<file path="src/rtl/rv_instr_encoder.sv">
`timescale 1ns/1ps
// rv_instr_encoder
// Packs opcode, register fields, funct fields and a 32-bit signed byte-offset
// immediate into one RV32I instruction word. The immediate is range-checked
// and alignment-checked for the format implied by the opcode. If a request
// cannot be encoded, the block emits the canonical NOP and an error code.
//
// Pipeline: S1 registers the raw request. S2 registers the encoded result.
// A request accepted in cycle N is presented in cycle N+2. The block sustains
// one request per cycle.
//
// Ports:
//   clk, rst_n            clock, async active-low reset
//   in_valid/in_ready     request handshake
//   in_opcode..in_imm     request fields (imm is signed, unscaled)
//   out_valid/out_ready   result handshake
//   out_instr             encoded word (0x00000013 on error)
//   out_err/out_err_code  0 none, 1 range, 2 misaligned, 3 illegal opcode
//   enc_count/err_count   saturating counts of output transfers / error transfers
module rv_instr_encoder #(
   parameter int CNT_W = 16
) (
   input  logic             clk,
   input  logic             rst_n,
   input  logic             in_valid,
   output logic             in_ready,
   input  logic [6:0]       in_opcode,
   input  logic [4:0]       in_rd,
   input  logic [2:0]       in_funct3,
   input  logic [4:0]       in_rs1,
   input  logic [4:0]       in_rs2,
   input  logic [6:0]       in_funct7,
   input  logic [31:0]      in_imm,
   output logic             out_valid,
   input  logic             out_ready,
   output logic [31:0]      out_instr,
   output logic             out_err,
   output logic [1:0]       out_err_code,
   output logic [CNT_W-1:0] enc_count,
   output logic [CNT_W-1:0] err_count
);

   localparam logic [6:0] OP_IMM    = 7'b0010011;
   localparam logic [6:0] OP_LOAD   = 7'b0000011;
   localparam logic [6:0] OP_JALR   = 7'b1100111;
   localparam logic [6:0] OP_STORE  = 7'b0100011;
   localparam logic [6:0] OP_BRANCH = 7'b1100011;
   localparam logic [6:0] OP_LUI    = 7'b0110111;
   localparam logic [6:0] OP_AUIPC  = 7'b0010111;
   localparam logic [6:0] OP_JAL    = 7'b1101111;
   localparam logic [6:0] OP_R      = 7'b0110011;

   localparam logic [31:0] NOP = 32'h0000_0013;

   localparam logic [1:0] ERR_NONE    = 2'd0;
   localparam logic [1:0] ERR_RANGE   = 2'd1;
   localparam logic [1:0] ERR_ALIGN   = 2'd2;
   localparam logic [1:0] ERR_ILLEGAL = 2'd3;

   localparam logic [CNT_W-1:0] CNT_MAX = '1;

   typedef struct packed {
      logic [6:0]  opcode;
      logic [4:0]  rd;
      logic [2:0]  funct3;
      logic [4:0]  rs1;
      logic [4:0]  rs2;
      logic [6:0]  funct7;
      logic [31:0] imm;
   } req_t;

   req_t        in_req;
   req_t        s1;
   logic        s1_valid;
   logic        s2_free;

   logic [31:0] raw;
   logic        illegal;
   logic        rng_err;
   logic        aln_err;
   logic [1:0]  enc_code;
   logic [31:0] enc_instr;

   // Fit tests: the bits above the top immediate bit of each format must all
   // copy the sign. An I/S immediate is a 12-bit value, a B immediate is 13 bits,
   // and a J immediate is 21 bits.
   logic        fit_i;
   logic        fit_b;
   logic        fit_j;

   assign in_req = {in_opcode, in_rd, in_funct3, in_rs1, in_rs2, in_funct7, in_imm};

   // There is no skid buffer, so in_ready depends combinationally on out_ready.
   assign s2_free  = !out_valid || out_ready;
   assign in_ready = !s1_valid || s2_free;

   assign fit_i = (s1.imm[31:11] == {21{s1.imm[31]}});
   assign fit_b = (s1.imm[31:12] == {20{s1.imm[31]}});
   assign fit_j = (s1.imm[31:20] == {12{s1.imm[31]}});

   always_comb begin
      raw     = NOP;
      illegal = 1'b0;
      rng_err = 1'b0;
      aln_err = 1'b0;
      case (s1.opcode)
         OP_R: raw = {s1.funct7, s1.rs2, s1.rs1, s1.funct3, s1.rd, s1.opcode};
         OP_IMM: begin
            // SLLI/SRLI/SRAI: funct7 supplies the upper bits and shamt is 5 bits wide.
            if (s1.funct3 == 3'b001 || s1.funct3 == 3'b101) begin
               raw     = {s1.funct7, s1.imm[4:0], s1.rs1, s1.funct3, s1.rd, s1.opcode};
               rng_err = |s1.imm[31:5];
            end else begin
               raw     = {s1.imm[11:0], s1.rs1, s1.funct3, s1.rd, s1.opcode};
               rng_err = !fit_i;
            end
         end
         OP_LOAD, OP_JALR: begin
            raw     = {s1.imm[11:0], s1.rs1, s1.funct3, s1.rd, s1.opcode};
            rng_err = !fit_i;
         end
         OP_STORE: begin
            raw     = {s1.imm[11:5], s1.rs2, s1.rs1, s1.funct3, s1.imm[4:0], s1.opcode};
            rng_err = !fit_i;
         end
         OP_BRANCH: begin
            raw     = {s1.imm[12], s1.imm[10:5], s1.rs2, s1.rs1, s1.funct3,
                       s1.imm[4:1], s1.imm[11], s1.opcode};
            rng_err = !fit_b;
            aln_err = s1.imm[0];
         end
         OP_LUI, OP_AUIPC: begin
            raw     = {s1.imm[31:12], s1.rd, s1.opcode};
            aln_err = |s1.imm[11:0];
         end
         OP_JAL: begin
            raw     = {s1.imm[20], s1.imm[10:1], s1.imm[11], s1.imm[19:12], s1.rd, s1.opcode};
            rng_err = !fit_j;
            aln_err = s1.imm[0];
         end
         default: illegal = 1'b1;
      endcase

      if (illegal)      enc_code = ERR_ILLEGAL;
      else if (aln_err) enc_code = ERR_ALIGN;
      else if (rng_err) enc_code = ERR_RANGE;
      else              enc_code = ERR_NONE;

      enc_instr = (enc_code != ERR_NONE) ? NOP : raw;
   end

   // S1: raw request register
   always_ff @(posedge clk or negedge rst_n) begin
      if (!rst_n) begin
         s1_valid <= 1'b0;
         s1       <= '0;
      end else if (in_ready) begin
         s1_valid <= in_valid;
         if (in_valid) s1 <= in_req;
      end
   end

   // S2: encoded result. Data is reloaded only when a new item moves in, so the
   // outputs stay stable while the consumer stalls.
   always_ff @(posedge clk or negedge rst_n) begin
      if (!rst_n) begin
         out_valid    <= 1'b0;
         out_instr    <= '0;
         out_err      <= 1'b0;
         out_err_code <= ERR_NONE;
      end else if (s2_free) begin
         out_valid <= s1_valid;
         if (s1_valid) begin
            out_instr    <= enc_instr;
            out_err      <= (enc_code != ERR_NONE);
            out_err_code <= enc_code;
         end
      end
   end

   // Saturating counters. Both count output transfers.
   always_ff @(posedge clk or negedge rst_n) begin
      if (!rst_n) begin
         enc_count <= '0;
         err_count <= '0;
      end else if (out_valid && out_ready) begin
         if (enc_count != CNT_MAX)            enc_count <= enc_count + 1'b1;
         if (out_err && err_count != CNT_MAX) err_count <= err_count + 1'b1;
      end
   end

endmodule
</file>
<file path="config.mk">
export PLATFORM = sky130hd
export DESIGN_NAME = rv_instr_encoder
export DESIGN_NICKNAME = d
export VERILOG_FILES = /design/src/rtl/rv_instr_encoder.sv
export SDC_FILE = /design/constraint.sdc
export NUM_CORES = 1
export LEC_CHECK = 0
export ABC_AREA = 1
export CORE_MARGIN = 1
export CORE_UTILIZATION = 50
export DETAILED_ROUTE_END_ITERATION = 16
export PLACE_DENSITY = 0.75
export SLEW_MARGIN = 0
export SYNTH_ARGS = -nofsm -noshare
export SYNTH_HDL_FRONTEND = slang
export SYNTH_SLANG_ARGS = --single-unit
</file>
<file path="constraint.sdc">
create_clock -name clk -period 2.5 [get_ports clk]
set_input_delay 0.25 -clock clk [delete_from_list [all_inputs] [get_ports clk]]
set_output_delay 0.25 -clock clk [all_outputs]
set_load 0.1 [all_outputs]
</file>
==> results of run 1 <==
[state kept, by name (all words and copies together) (netlist names)]
register,count
s1,64
s1_valid,1
out_valid,1
enc_count,16
out_err,1
err_count,16
out_err_code,2
out_instr,32
[cells in the mapped netlist]
cell	instances
inv_1	74
nand2_1	211
o21ai_0	43
nand3_1	72
nand2_2	3
buf_4	5
or2_2	3
buf_2	8
mux2_2	40
ha_1	2
nor3_2	1
buf_1	1
nand3_2	2
nor4_1	6
buf_6	1
nor3_4	2
dfrtp_1	133
nor3b_1	1
nand4_1	10
a22oi_1	4
clkbuf_1	9
nor3_1	10
o21ai_1	6
o22ai_1	3
inv_2	3
xnor2_1	9
xor2_1	17
nor2_1	86
o21ai_2	1
a21oi_1	27
[where the power goes]
part	leakage (nW)	internal [W]	switching [W]
combinational	2.39	0.000655	0.00180
clock	0.298	0.00166	0.000900
sequential	1.63	0.00247	0.000318
[logic make-up (layout without fill, tap and decap cells)]
kind of cell,count (synthesis),after routing
buf+inv,101,264
simple gates,407,408
flops,133,133
mux,40,40
fa+ha+maj,2,2
compound gates,84,84
xor+xnor,26,26
[metrics by stage]
step	power [W]	hold slack [ns]
floorplan	0.00458	-0.0456
global placement	0.00523	0.399
detailed placement	0.00527	0.399
CTS	0.00783	0.388
global route	0.00814	0.421
finish	0.00780	0.395
[critical path, stage by stage, from the launching register on]
cell     delay [ns]
dfrtp_1        0.58
inv_1          0.22
o21ai_0        0.16
nand3_1        0.11
nor2_1         0.11
nand2_1        0.06
o21ai_0        0.23
nand2_1        0.13
inv_2          0.20
buf_4          0.22
nand3_1        0.09
nand2_1        0.10
[worst max-delay path by stage]
stage / to / slack (ns) / cells after the start
after global placement: out_err$_DFFE_PN0P_ / 0.11 / 8
after detailed placement: out_instr[18]$_DFFE_PN0P_ / 0.12 / 7
after floorplan: err_count[6]$_DFFE_PN0P_ / 0.19 / 10
after CTS: out_instr[18]$_DFFE_PN0P_ / 0.15 / 7
after global routing: out_instr[27]$_DFFE_PN0P_ / 0.03 / 12
final: out_instr[19]$_DFFE_PN0P_ / 0.23 / 11
[what timing repair did]
action,CTS,global route
endpoints found under the setup margin,0,31
hold buffers,1,0
buffers inserted,0,0
gates resized for setup,0,1
endpoints found under the hold margin,61,0
[layer usage]
layer,up-vias,global-route usage,wire length (µm)
met5,-,0,0
met4,0,0.115,365
met3,27,0.0489,1100
met2,211,0.434,8290
met1,2755,0.336,7190
li1,2883,-,-
[final cells by class]
cell class              count  area share
clock buffers              22      0.0554
clock inverters             9      0.0143
inverters                  77      0.0331
multi-input cells         560       0.333
flip-flops and latches    133       0.381
well taps                 172      0.0246
repair buffers            156       0.159
==> flow_metrics.tcl, run 1 <==
set metrics [dict create \
    mostFrequentLayoutCells "nand2_1 (210), dfrtp_1 (130), nor2_1 (86)" \
    clockBufferDepth 2 \
    final_common_cell "nand2_1" \
    dieArea_um2 13700 \
    via_count 5876 \
    crit_arrival_ns 2.63 \
    hp-start "in_imm[5]" \
    synth_top_family_by_area "simple AND/OR/NAND/NOR gates" \
    syn-num-nets 863 \
    post_dp_cell_area_um2 8110 \
    grt_pass1_wl_mm 26.9 \
    yosys_warnings 0 \
    die_y_um 117 \
    r2r_cells 11 \
    hold_depth 3 \
    cts_root_buf "clkbuf_16" \
    yosysTopAreaCell "dfrtp_1" \
    ys_types 30 \
    synthCells 793 \
    synthXorXnorAreaFrac 0.0344 \
    core.rowCount 41 \
    synth_top_area_frac 0.503 \
    hpwl_mm 12.3 \
    synthAdderAreaFrac 0.00378 \
    worst_slew_pin_slew_ns 0.817 \
    syn_to_final_growth_pct 32.1 \
    cts_tree "done" \
    antennaDiodeCount 0 \
    power.density_nw_per_um2 892 \
    syn_area_per_cell_um2 8.35 \
    rr_startpoint "s1[31]$_DFFE_PN0P_" \
    setup_viol 0 \
    cp-end-kind "flop" \
    crit_start "s1[31]$_DFFE_PN0P_" \
    rsz0062_at_grt "no" \
    max_slew_margin 0.455 \
    wirelength_mm 16.9 \
    pre_cts_ws_ns 0.117 \
    port_buffers 136 \
    regArea_um2 3330 \
    finalSetupTns_ns 0 \
    max_freq_mhz 441 \
    finalNonFillerCells 1129 \
    finalInstanceArea_um2 8740 \
    cp-start-kind "flop" \
    start_util 0.518 \
    gp_congestion 0.938 \
    track_usage 0.262 \
    multiInputGateArea_um2 2910 \
    place_inst 1096 \
    r2r_end "out_instr[19]$_DFFE_PN0P_" \
    avgRoutedWirePerCell_um 15.0 \
    cp_max_fo 13 \
    core_um2 12800 \
    hold_viol_final 0 \
    ys_seq_area_frac 0.503 \
    final.setup_skew_ns 0.0123 \
    synth-simple-area-share 0.262 \
    status "complete, no violations" \
    p_leak_nw 4.31 \
    required_ns 2.86 \
    worstSetupPathType "reg2reg" \
    antenna_found_initial 0 \
    hp-class "in2reg" \
    layout.nets 1015 \
    fin_crit_sh 0.906 \
    min_to "s1[5]$_DFFE_PN0P_" \
    clk_latency_ns 0.43 \
    pin_count 137 \
    die_x_um 117 \
    cts_buffers 17 \
    first_global_vias 5563 \
    grt_max_degree 65 \
    htree_levels 4 \
    rrSetupSlack_ns 0.23 \
    drv_slew 0 \
    synthMuxAreaShare 0.0681 \
    clk_pin_slew_ns 0.05 \
    synth_compound_area_frac 0.0662 \
    drtIter0Drc 567 \
    netlist_area_um2 6620 \
    fin_crit_ns 2.27 \
    synthTopCellsByArea "dfrtp_1 (50%), nand2_1 (12%), mux2_2 (6.8%)" \
    ys_ff_latch 133 \
    routed_via_density 5.20 \
    grt_overflow 0 \
    vdd_ir_drop_max_v 0.000448 \
    fill_cells 1063 \
    ant_nets 0 \
    cts.sinks 133 \
    cap_violations 0 \
    fin_ws_ns 0.235 \
    layout-drive-gt1-share 0.188 \
    first_pass_iters 5 \
    drc 0 \
    final_core_utilization 0.685 \
]
Note: power is estimated with default switching activity, not from simulation.
==> run 2: changes to the inputs <==
SLEW_MARGIN = 20   (was 0)
==> flow_metrics.tcl, run 2 (synthesis gave the netlist of run 1 again) <==
set metrics [dict create \
    status "complete, no violations" \
    p_leak_nw 4.32 \
    worstSetupPathType "reg2reg" \
    fin_crit_sh 0.902 \
    timing.hold.ws_ns 0.399 \
    hp-class "in2reg" \
    path_cells "inv_1 -> o21ai_0 -> nand3_1 -> nor2_1 -> nand2_1 -> o21ai_0 -> nand2_1 -> inv_2 -> buf_4 -> nand3_1 -> nand2_1" \
    rrSetupSlack_ns 0.25 \
    antenna_found_initial 0 \
    p_total_w 0.00789 \
    cp-end-kind "flop" \
    die_x_um 117 \
    dieArea_um2 13700 \
    hold_viol_final 0 \
    layout-drive-gt1-share 0.190 \
    max_slew_margin 0.461 \
    cts_root_buf "clkbuf_16" \
    fill_cells 1062 \
    finalSetupTns_ns 0 \
    rr_startpoint "s1[31]$_DFFE_PN0P_" \
    syn_to_final_growth_pct 32.5 \
    drtIter0Drc 407 \
    start_util 0.518 \
    final_core_utilization 0.686 \
    drc 0 \
    cp-start-kind "flop" \
    worst_slew_pin_slew_ns 0.808 \
    critical_path.endpoint "out_instr[19]$_DFFE_PN0P_" \
    gp_congestion 0.938 \
    die_y_um 117 \
    first_global_vias 5605 \
    reg.largest.list "s1 x64, out_instr x32" \
    cp_slowest_cell "dfrtp_1" \
    crit_start "s1[31]$_DFFE_PN0P_" \
    grt_pass1_wl_mm 27.2 \
    grt_overflow 0 \
    vdd_ir_drop_max_v 0.000425 \
    crit_top_cell "nand2_1" \
    mostFrequentLayoutCells "nand2_1 (210), dfrtp_1 (130), nor2_1 (86)" \
    drv_slew 0 \
    r2r_end "out_instr[19]$_DFFE_PN0P_" \
    hpwl_mm 12.3 \
    cts_tree "done" \
    cts.sinks 133 \
    track_usage 0.265 \
    antennaDiodeCount 0 \
    core_um2 12800 \
    cp_num_buf_inv 3 \
    final_common_cell "nand2_1" \
    avgRoutedWirePerCell_um 14.8 \
    core.rowCount 41 \
    cts_buffers 17 \
    via_count 5863 \
    cpPeakStageDelay_ns 0.59 \
    r2r_cells 11 \
    pin_count 137 \
    top_layer "met4" \
    rsz0062_at_grt "no" \
    first_pass_iters 5 \
    grt_max_degree 65 \
    cap_violations 0 \
    fin_crit_ns 2.25 \
    clk_pin_slew_ns 0.06 \
    power.density_nw_per_um2 900 \
    post_cts_buffers 0 \
    dr_wl_met2_mm 8.10 \
    ant_nets 0 \
    layout.nets 1015 \
    wirelength_mm 16.7 \
    wl_met1_mm 7.40 \
    regMostFlops "s1" \
    final.setup_skew_ns 0.00558 \
    port_buffers 136 \
    largest_register_ffs 64 \
    wl_met3_um 799 \
    clockBufferDepth 2 \
    htree_levels 4 \
    cp_num_cells 11 \
    critical_path.top_delay_family "buffers and inverters" \
    crit_arrival_ns 2.61 \
    setup_viol 0 \
    clk_latency_ns 0.42 \
    required_ns 2.86 \
    routed_via_density 5.19 \
    max_freq_mhz 444 \
    cp_max_fo 13 \
]
==> run 2: worst reg2reg max path, delay by kind of cell (launching register included) <==
family / cells / cell delay, ns
buffers and inverters: 3 / 0.65
AOI/OAI and AO/OA: 2 / 0.39
and+or+nand+nor: 6 / 0.57
DFF: 1 / 0.59
==> run 2: what timing repair did <==
action | in CTS | in global routing
hold buffers | 1 | 0
hold endpoints to repair | 61 | 0
gates resized for setup | 0 | 0
==> run 2: worst min path at each step <==
stage | start | to | slack, ns | cells past startpoint
floorplan | rst_n | enc_count[0]$_DFFE_PN0P_ | -0.05 | 0
global placement | rst_n | enc_count[2]$_DFFE_PN0P_ | 0.40 | 1
detailed placement | rst_n | enc_count[2]$_DFFE_PN0P_ | 0.40 | 1
CTS | in_imm[5] | s1[5]$_DFFE_PN0P_ | 0.39 | 3
global route | in_imm[6] | s1[6]$_DFFE_PN0P_ | 0.42 | 3
finish | in_imm[5] | s1[5]$_DFFE_PN0P_ | 0.40 | 3
==> run 2: area by class of cell <==
class | count | area [µm²] | share of cell area
clock buffers | 19 | 453 | 0.0517
clock inverters | 13 | 180 | 0.0206
inverters | 77 | 289 | 0.0330
multi-input cells | 559 | 2890 | 0.330
flip-flops and latches | 133 | 3330 | 0.380
well taps | 172 | 215 | 0.0245
repair buffers | 157 | 1400 | 0.160
==> run 2: power breakdown <==
group | switching, W | internal [W] | total (W)
registers | 0.000317 | 0.00247 | 0.00278
clock network | 0.000935 | 0.00171 | 0.00265
logic | 0.00180 | 0.000656 | 0.00245
==> run 2: metrics by stage <==
step           area (µm²)  cells  worst slack, ns
3_3_place_gp         8110   1096            0.106
4_1_cts              8770   1130            0.286
2_1_floorplan        6630    793            0.185
5_1_grt              8770   1130           0.0337
6_report             8770   1130            0.246
3_5_place_dp         8120   1097            0.294
==> run 2: layer usage <==
| layer | vias up | track usage |
|---|---|---|
| met1 | 2775 | 0.343 |
| met5 | - | 0 |
| met2 | 177 | 0.437 |
| met4 | 0 | 0.113 |
| li1 | 2874 | - |
| met3 | 37 | 0.0505 |
